File: config.mk
export PLATFORM = sky130hd
export DESIGN_NAME = video_pattern_gen
export DESIGN_NICKNAME = d
export VERILOG_FILES = /design/src/rtl/video_pkg.sv /design/src/rtl/video_box_mover.sv /design/src/rtl/video_pattern_gen.sv
export SDC_FILE = /design/constraint.sdc
export NUM_CORES = 1
export LEC_CHECK = 0
export ABC_CLOCK_PERIOD_IN_PS = 4600
export BUFFER_PORTS_ARGS = -buffer_cell sky130_fd_sc_hd__buf_2
export CAP_MARGIN = 25
export CORE_MARGIN = 1.5
export CORE_UTILIZATION = 59
export DETAILED_ROUTE_END_ITERATION = 10
export GPL_ROUTABILITY_DRIVEN = 0
export PLACE_DENSITY = 0.92
export SYNTH_ARGS = -nofsm -noshare
export SYNTH_HDL_FRONTEND = slang
export SYNTH_SLANG_ARGS = --single-unit
File: constraint.sdc
create_clock -name clk -period 4.6 [get_ports clk]
set_input_delay 0 -clock clk [delete_from_list [all_inputs] [get_ports clk]]
set_output_delay 0 -clock clk [all_outputs]
set_load 0.01 [all_outputs]
File: src/rtl/video_pkg.sv
// Shared pattern encodings and colour constants for the video test-pattern path.
// Colours are packed {R,G,B}, 8 bits per channel.
package video_pkg;

   typedef enum logic [2:0] {
      PAT_BARS    = 3'd0,
      PAT_CHECKER = 3'd1,
      PAT_RAMP    = 3'd2,
      PAT_BOX     = 3'd3,
      PAT_SOLID   = 3'd4
   } pattern_t;

   localparam logic [23:0] WHITE     = 24'hFFFFFF;
   localparam logic [23:0] YELLOW    = 24'hFFFF00;
   localparam logic [23:0] CYAN      = 24'h00FFFF;
   localparam logic [23:0] GREEN     = 24'h00FF00;
   localparam logic [23:0] MAGENTA   = 24'hFF00FF;
   localparam logic [23:0] RED       = 24'hFF0000;
   localparam logic [23:0] BLUE      = 24'h0000FF;
   localparam logic [23:0] BLACK     = 24'h000000;
   localparam logic [23:0] DARK_BLUE = 24'h000040;

   // Classic bar order, left to right.
   function automatic logic [23:0] barColour(input logic [2:0] idx);
      logic [23:0] colour;
      case (idx)
         3'd0:    colour = WHITE;
         3'd1:    colour = YELLOW;
         3'd2:    colour = CYAN;
         3'd3:    colour = GREEN;
         3'd4:    colour = MAGENTA;
         3'd5:    colour = RED;
         3'd6:    colour = BLUE;
         default: colour = BLACK;
      endcase
      return colour;
   endfunction

   function automatic logic [23:0] greyLevel(input logic [7:0] level);
      return {level, level, level};
   endfunction

endpackage

File: src/rtl/video_box_mover.sv
// Bouncing-box position: steps once per frame event and reverses at the active-area edges.
// The edge comparisons use one spare bit so box + size + step can never wrap.
module video_box_mover #(
   parameter int X_BITS   = 12,
   parameter int Y_BITS   = 12,
   parameter int H_ACTIVE = 1280,
   parameter int V_ACTIVE = 720,
   parameter int BOX_SIZE = 64,
   parameter int BOX_STEP = 4
) (
   input  logic              clk,
   input  logic              reset_n,
   input  logic              i_frameEvt,
   output logic [X_BITS-1:0] o_boxX,
   output logic [Y_BITS:0]   o_boxY
);

   localparam int XW = X_BITS + 1;
   localparam int YW = Y_BITS + 2;
   localparam int BY = Y_BITS + 1;

   localparam logic [XW-1:0]     ADV_X  = XW'(BOX_SIZE + BOX_STEP);
   localparam logic [YW-1:0]     ADV_Y  = YW'(BOX_SIZE + BOX_STEP);
   localparam logic [XW-1:0]     LIM_X  = XW'(H_ACTIVE);
   localparam logic [YW-1:0]     LIM_Y  = YW'(V_ACTIVE);
   localparam logic [X_BITS-1:0] STEP_X = X_BITS'(BOX_STEP);
   localparam logic [BY-1:0]     STEP_Y = BY'(BOX_STEP);

   logic [X_BITS-1:0] r_boxX;
   logic [BY-1:0]     r_boxY;
   logic              r_dirX;
   logic              r_dirY;
   logic [XW-1:0]     w_xFwd;
   logic [YW-1:0]     w_yFwd;

   assign w_xFwd = {1'b0, r_boxX} + ADV_X;
   assign w_yFwd = {1'b0, r_boxY} + ADV_Y;

   // Direction bit 1 means moving towards larger coordinates; a bounce frame holds position.
   always_ff @(posedge clk or negedge reset_n) begin
      if (!reset_n) begin
         r_boxX <= '0;
         r_boxY <= '0;
         r_dirX <= 1'b1;
         r_dirY <= 1'b1;
      end else if (i_frameEvt) begin
         if (r_dirX) begin
            if (w_xFwd > LIM_X) r_dirX <= 1'b0;
            else                r_boxX <= r_boxX + STEP_X;
         end else begin
            if (r_boxX < STEP_X) r_dirX <= 1'b1;
            else                 r_boxX <= r_boxX - STEP_X;
         end

         if (r_dirY) begin
            if (w_yFwd > LIM_Y) r_dirY <= 1'b0;
            else                r_boxY <= r_boxY + STEP_Y;
         end else begin
            if (r_boxY < STEP_Y) r_dirY <= 1'b1;
            else                 r_boxY <= r_boxY - STEP_Y;
         end
      end
   end

   assign o_boxX = r_boxX;
   assign o_boxY = r_boxY;

endmodule

File: src/rtl/video_pattern_gen.sv
// Test-pattern pixel source between the sync generator and the ADV7511 bus.
// Two-stage pipeline: stage 1 computes every pattern colour, stage 2 selects and gates on de.
module video_pattern_gen #(
   parameter int X_BITS   = 12,
   parameter int Y_BITS   = 12,
   parameter int H_ACTIVE = 1280,
   parameter int V_ACTIVE = 720,
   parameter int BOX_SIZE = 64,
   parameter int BOX_STEP = 4
) (
   input  logic              clk,
   input  logic              reset_n,
   input  logic              hs_in,
   input  logic              vs_in,
   input  logic              de_in,
   input  logic [X_BITS-1:0] x_in,
   input  logic [Y_BITS:0]   y_in,
   input  logic [2:0]        pattern_sel,
   input  logic [23:0]       solid_rgb,
   output logic              hs_out,
   output logic              vs_out,
   output logic              de_out,
   output logic [23:0]       rgb_out,
   output logic [15:0]       frame_cnt
);

   import video_pkg::*;

   localparam int XW       = X_BITS + 1;
   localparam int YW       = Y_BITS + 2;
   localparam int BY       = Y_BITS + 1;
   localparam int BAR_W    = H_ACTIVE / 8;
   localparam int BAR_CW   = $clog2(BAR_W);
   localparam int GRAD_MUL = (256 * 65536) / H_ACTIVE;
   localparam int PROD_W   = X_BITS + 16;

   localparam logic [BAR_CW-1:0] BAR_LAST = BAR_CW'(BAR_W - 1);
   localparam logic [X_BITS-1:0] X_MAX    = X_BITS'(H_ACTIVE - 1);
   localparam logic [BY-1:0]     Y_MAX    = BY'(V_ACTIVE - 1);
   localparam logic [XW-1:0]     BOX_W_X  = XW'(BOX_SIZE);
   localparam logic [YW-1:0]     BOX_W_Y  = YW'(BOX_SIZE);
   localparam logic [X_BITS-1:0] GREY_MAX = X_BITS'(255);

   logic              r_hsS1, r_vsS1, r_deS1;
   logic [2:0]        r_patS1;
   logic [2:0]        r_patternQ;
   logic [15:0]       r_frameCnt;
   logic [BAR_CW-1:0] r_barCnt;
   logic [2:0]        r_barIdx;
   logic [23:0]       r_barsRgb, r_checkRgb, r_rampRgb, r_boxRgb, r_solidRgb;
   logic              r_hsOut, r_vsOut, r_deOut;
   logic [23:0]       r_rgbOut;

   logic              w_frameEvt;
   logic              w_deRise;
   logic [BAR_CW-1:0] w_barCntCur;
   logic [2:0]        w_barIdxCur;
   logic [X_BITS-1:0] w_xClamp;
   logic [BY-1:0]     w_yClamp;
   logic [PROD_W-1:0] w_rampProd;
   logic [X_BITS-1:0] w_rampHi;
   logic [7:0]        w_grey;
   logic [X_BITS-1:0] w_boxX;
   logic [BY-1:0]     w_boxY;
   logic              w_inBoxX, w_inBoxY;
   logic [23:0]       w_pixSel;

   // r_vsS1 and r_deS1 double as the previous-sample registers for edge detection.
   assign w_frameEvt = vs_in & ~r_vsS1;
   assign w_deRise   = de_in & ~r_deS1;

   assign w_xClamp = (x_in > X_MAX) ? X_MAX : x_in;
   assign w_yClamp = (y_in > Y_MAX) ? Y_MAX : y_in;

   assign w_rampProd = PROD_W'(w_xClamp) * PROD_W'(GRAD_MUL);
   assign w_rampHi   = X_BITS'(w_rampProd >> 16);
   assign w_grey     = (w_rampHi > GREY_MAX) ? 8'hFF : w_rampHi[7:0];

   assign w_inBoxX = ({1'b0, w_xClamp} >= {1'b0, w_boxX}) &&
                     ({1'b0, w_xClamp} <  ({1'b0, w_boxX} + BOX_W_X));
   assign w_inBoxY = ({1'b0, w_yClamp} >= {1'b0, w_boxY}) &&
                     ({1'b0, w_yClamp} <  ({1'b0, w_boxY} + BOX_W_Y));

   video_box_mover #(
      .X_BITS   (X_BITS),
      .Y_BITS   (Y_BITS),
      .H_ACTIVE (H_ACTIVE),
      .V_ACTIVE (V_ACTIVE),
      .BOX_SIZE (BOX_SIZE),
      .BOX_STEP (BOX_STEP)
   ) u_boxMover (
      .clk        (clk),
      .reset_n    (reset_n),
      .i_frameEvt (w_frameEvt),
      .o_boxX     (w_boxX),
      .o_boxY     (w_boxY)
   );

   always_ff @(posedge clk or negedge reset_n) begin
      if (!reset_n) begin
         r_patternQ <= '0;
         r_frameCnt <= '0;
      end else if (w_frameEvt) begin
         r_patternQ <= pattern_sel;
         r_frameCnt <= r_frameCnt + 16'd1;
      end
   end

   // A de rising edge restarts the bars for the current pixel as well as the stored count.
   always_comb begin
      w_barCntCur = r_barCnt;
      w_barIdxCur = r_barIdx;
      if (w_deRise) begin
         w_barCntCur = '0;
         w_barIdxCur = '0;
      end
   end

   always_ff @(posedge clk or negedge reset_n) begin
      if (!reset_n) begin
         r_barCnt <= '0;
         r_barIdx <= '0;
      end else if (de_in) begin
         if (w_barCntCur == BAR_LAST) begin
            r_barCnt <= '0;
            r_barIdx <= (w_barIdxCur == 3'd7) ? 3'd7 : w_barIdxCur + 3'd1;
         end else begin
            r_barCnt <= w_barCntCur + BAR_CW'(1);
            r_barIdx <= w_barIdxCur;
         end
      end
   end

   // Stage 1 latches the old pattern_q, so a frame event's own pixel keeps the previous pattern.
   always_ff @(posedge clk or negedge reset_n) begin
      if (!reset_n) begin
         r_hsS1     <= 1'b0;
         r_vsS1     <= 1'b0;
         r_deS1     <= 1'b0;
         r_patS1    <= '0;
         r_barsRgb  <= '0;
         r_checkRgb <= '0;
         r_rampRgb  <= '0;
         r_boxRgb   <= '0;
         r_solidRgb <= '0;
      end else begin
         r_hsS1     <= hs_in;
         r_vsS1     <= vs_in;
         r_deS1     <= de_in;
         r_patS1    <= r_patternQ;
         r_barsRgb  <= barColour(w_barIdxCur);
         r_checkRgb <= (w_xClamp[5] ^ w_yClamp[5]) ? WHITE : BLACK;
         r_rampRgb  <= greyLevel(w_grey);
         r_boxRgb   <= (w_inBoxX && w_inBoxY) ? WHITE : DARK_BLUE;
         r_solidRgb <= solid_rgb;
      end
   end

   always_comb begin
      w_pixSel = BLACK;
      case (r_patS1)
         PAT_BARS:    w_pixSel = r_barsRgb;
         PAT_CHECKER: w_pixSel = r_checkRgb;
         PAT_RAMP:    w_pixSel = r_rampRgb;
         PAT_BOX:     w_pixSel = r_boxRgb;
         PAT_SOLID:   w_pixSel = r_solidRgb;
         default:     w_pixSel = BLACK;
      endcase
   end

   always_ff @(posedge clk or negedge reset_n) begin
      if (!reset_n) begin
         r_hsOut  <= 1'b0;
         r_vsOut  <= 1'b0;
         r_deOut  <= 1'b0;
         r_rgbOut <= '0;
      end else begin
         r_hsOut  <= r_hsS1;
         r_vsOut  <= r_vsS1;
         r_deOut  <= r_deS1;
         r_rgbOut <= r_deS1 ? w_pixSel : BLACK;
      end
   end

   assign hs_out    = r_hsOut;
   assign vs_out    = r_vsOut;
   assign de_out    = r_deOut;
   assign rgb_out   = r_rgbOut;
   assign frame_cnt = r_frameCnt;

endmodule
==> key figures <==
Status
  • Outcome: complete, but fails checks
  • Failing checks: setup timing

Power and ir drop
  • Power Density: 543.5 mW/mm²
  • Peak supply drop: 0.4899 mV
  • Static leakage: 5.226 nW

Place
  • Detailed Place HPWL: 14.76 mm
  • Cell Count Post-Placement: 1189
  • Input/output buffers: 99
  • Post-Place Setup Slack: -0.4430 ns

Layout
  • Non-Filler Instances: 1261
  • Commonest cells after routing, fill and taps aside: 122 x dfrtp_1, 100 x ha_1, 96 x inv_1, 96 x buf_2, 94 x nand2_1
  • Area growth, synth to finish: 25.42%
  • Fin nets: 1264
  • Area of the multi-input gates: 0.005134 mm²
  • Commonest non-fill, non-tap cell in the layout: dfrtp_1
  • Layout cells sized above 1: 0.2065
  • # fillers: 801
  • Seq. cell area: 0.003105 mm²

Logic synthesis
  • Post-synthesis sequential area ratio: 0.3638
  • Yosys warns: 0
  • Netlist cell types: 61
  • Synthesized area: 0.008536 mm²
  • Avg Inst Size Synth: 9.558 µm²
  • Most used DFF post-synth: dfrtp_1
  • Number of synthesized flops with an enable pin: 0
  • Seq cells post-synth: 124
  • Post-Synthesis Cells: 893
  • Async S/R FF share, synth: 1.000

Clocking
  • CTS tree: done
  • CTS buffer count: 17
  • Root buf cell: clkbuf_16
  • Sink Count: 124
  • H-tree levels: 4
  • Clock Tree Buf Depth: 2
  • Worst-path clk slew: 0.05 ns
  • Skew-Pair Late Insertion Delay: 0.43 ns

Floorplanning
  • IO Count: 100
  • Initial Util: 0.6102
  • Die X: 123.3 µm
  • Core outline area: 0.01399 mm²
  • Die ar.: 0.01520 mm²
  • Die H: 123.3 µm
  • Row cnt: 43

Worst setup path
  • Worst path cell trace: buf_6, o21a_4, or3_4, ha_4, inv_2, fa_1, fa_1, inv_2, fa_1, buf_4, fa_1, ha_4, a21o_1, nand2_1, o21ai_1, a211o_1, a211oi_2, o21bai_1, xnor2_1, nand2b_1
  • Worst-path fanout max: 3
  • CP max stage cell: fa_1
  • Critical Path End Type: flop
  • Crit path top cell by count: fa_1
  • Critical Path AT: 4.91 ns
  • Critical path class: in2reg
  • Critical path's top delay family: adder cells
  • Crit path required time: 4.90 ns
  • WP buf/inv: 4
  • CP max stage delay: 0.62 ns
  • CP startpoint kind: input pin

Global routing
  • Gr usage total: 0.3093
  • Grt total ovfl: 0
  • Vias in the first global route: 7635
  • Gr busiest metal: met2
  • Met1 usage: 0.3725
  • Initial antenna violation count: 2
  • First-pass GRT wire length: 36.34 mm
  • Met3 Use GR: 0.07611
  • Met2 Use GR: 0.5208
  • Largest net degree at the start of global routing: 75

Detailed routing
  • Post-route ant nets: 0
  • DRC: 0
  • Overall via count from detail_route: 7624
  • Final WL: 23.10 mm
  • Initial drt markers: 789
  • Vias per cell: 6.046
  • WL/cell: 18.32 µm
  • Drt first pass iters: 5

STA
  • Unrepaired setup endpoints after global routing: yes
  • Measured slew at the worst slew-check pin: 1.024 ns
  • Hold Vio Cnt, Final: 0
  • Slew Limit Fails: 0
  • Peak Freq: 216.7 MHz
  • Max_slew headroom: 0.3157
  • # setup viols final: 1
  • Final worst setup slack: -0.01510 ns
  • Layout Skew: 0.009483 ns
  • Crit path time final: 4.615 ns
  • Fin crit share: 1.003

Worst hold path
  • HP Class: in2reg

Flow run
  • Max-Cap Viols: 0
## through the flow
stage	hold WS [ns]	TNS, ns	cell area [µm²]	util	power, W
6_report	0.05901	-0.01510	10710	0.7653	0.005819
5_1_grt	0.08329	-0.4409	10710	0.7653	0.006195
4_1_cts	0.04834	0	10540	0.7531	0.005533
3_5_place_dp	0.1101	-3.262	9492	0.6785	0.003888
3_3_place_gp	0.1079	-2.068	9492	0.6785	0.003734
2_1_floorplan	-0.2956	0	8608	-	0.003136
## kinds of logic after synthesis
group           count (synthesis)  share of synthesized area
compound gates                172                     0.1310
mux                             3                   0.003958
simple gates                  267                     0.1535
flops                         124                     0.3638
xor+xnor                       53                    0.05438
other cells                     2                  0.0008798
fa+ha+maj                     140                     0.2325
buf+inv                       132                    0.05995
## area by class of cell
| class | count | area share |
|---|---|---|
| Clock inverter | 11 | 0.01765 |
| Antenna cell | 1 | 0.0002338 |
| Multi-Input combinational cell | 647 | 0.4795 |
| Tap cell | 180 | 0.02104 |
| Clock buffer | 21 | 0.04395 |
| Sequential cell | 124 | 0.2901 |
| Inverter | 99 | 0.03471 |
| Timing Repair Buffer | 178 | 0.1128 |
## path summary, 6_finish.rpt
kind,start,end,slack (ns),depth (start not counted)
setup / recovery,x_in[8],r_rampRgb[15],-0.02,20
hold reg to reg,r_hsS1,hs_out,0.36,0
min in group asynchronous,reset_n,u_boxMover.o_boxY[2],0.45,3
setup reg to reg,u_boxMover.o_boxY[2],u_boxMover.o_boxY[7],1.68,8
hold / removal,y_in[5],r_checkRgb[22],0.06,3
max in group asynchronous,reset_n,vs_out,2.95,5
## where the power goes
| part | switching, W | internal [W] | total (W) | leakage (nW) |
|---|---|---|---|---|
| sequential | 0.000212 | 0.00127 | 0.00148 | 1.50 |
| combinational | 0.00154 | 0.00130 | 0.00284 | 3.41 |
| clock | 0.000495 | 0.00100 | 0.00150 | 0.319 |
| total | 0.00225 | 0.00357 | 0.00582 | 5.23 |
## layer usage
metal / vias to the layer above / wire [µm]
li1: 3412 / -
met1: 3665 / 9032
met2: 430 / 11340
met3: 115 / 1701
met4: 2 / 1012
met5: - / 13
## Yosys cell counts (6+ instances only)
library cell / number / area (µm²)
dfrtp_1: 122 / 3053
ha_1: 109 / 1364
inv_1: 98 / 367.9
nand2_1: 94 / 352.8
xnor2_1: 44 / 385.4
a21oi_1: 38 / 190.2
nor2_1: 34 / 127.6
a31oi_1: 33 / 206.5
nand3_1: 33 / 165.2
o21ai_0: 33 / 165.2
fa_1: 31 / 620.6
clkbuf_1: 27 / 101.4
a21o_1: 18 / 135.1
nor3_1: 17 / 85.08
nand4_1: 13 / 81.33
or3_1: 13 / 81.33
nand2b_1: 12 / 75.07
and3_1: 10 / 62.56
or2_2: 10 / 62.56
xor2_1: 9 / 78.83
nor2b_1: 8 / 50.05
a211o_1: 6 / 52.55
and2_1: 6 / 37.54
o211ai_1: 6 / 45.04
## state kept, by name, indices dropped and copies added, names as in the netlist, 8 cells and up
| name | cells |
|---|---|
| frame_cnt | 16 |
| rgb_out | 24 |
| r_barCnt | 8 |
| u_boxMover.o_boxY | 11 |
| r_solidRgb | 24 |
| r_rampRgb | 8 |
| u_boxMover.o_boxX | 10 |
## timing repair
item	CTS	global route
pin swaps	14	11
cloned	0	0
endpoints found under the setup margin	8	8
hold endpoints to repair	107	1
setup buffers	4	2
hold buffers	31	1
gates resized for setup	7	19
## tightest hold or removal path, delay by kind of cell
family | cells | cell delay (ns)
xor gates and xnor gates | 1 | 0.14
buffers and inverters | 1 | 0.08
and+or+nand+nor | 1 | 0.19
Note: power is estimated with default switching activity, not from simulation.
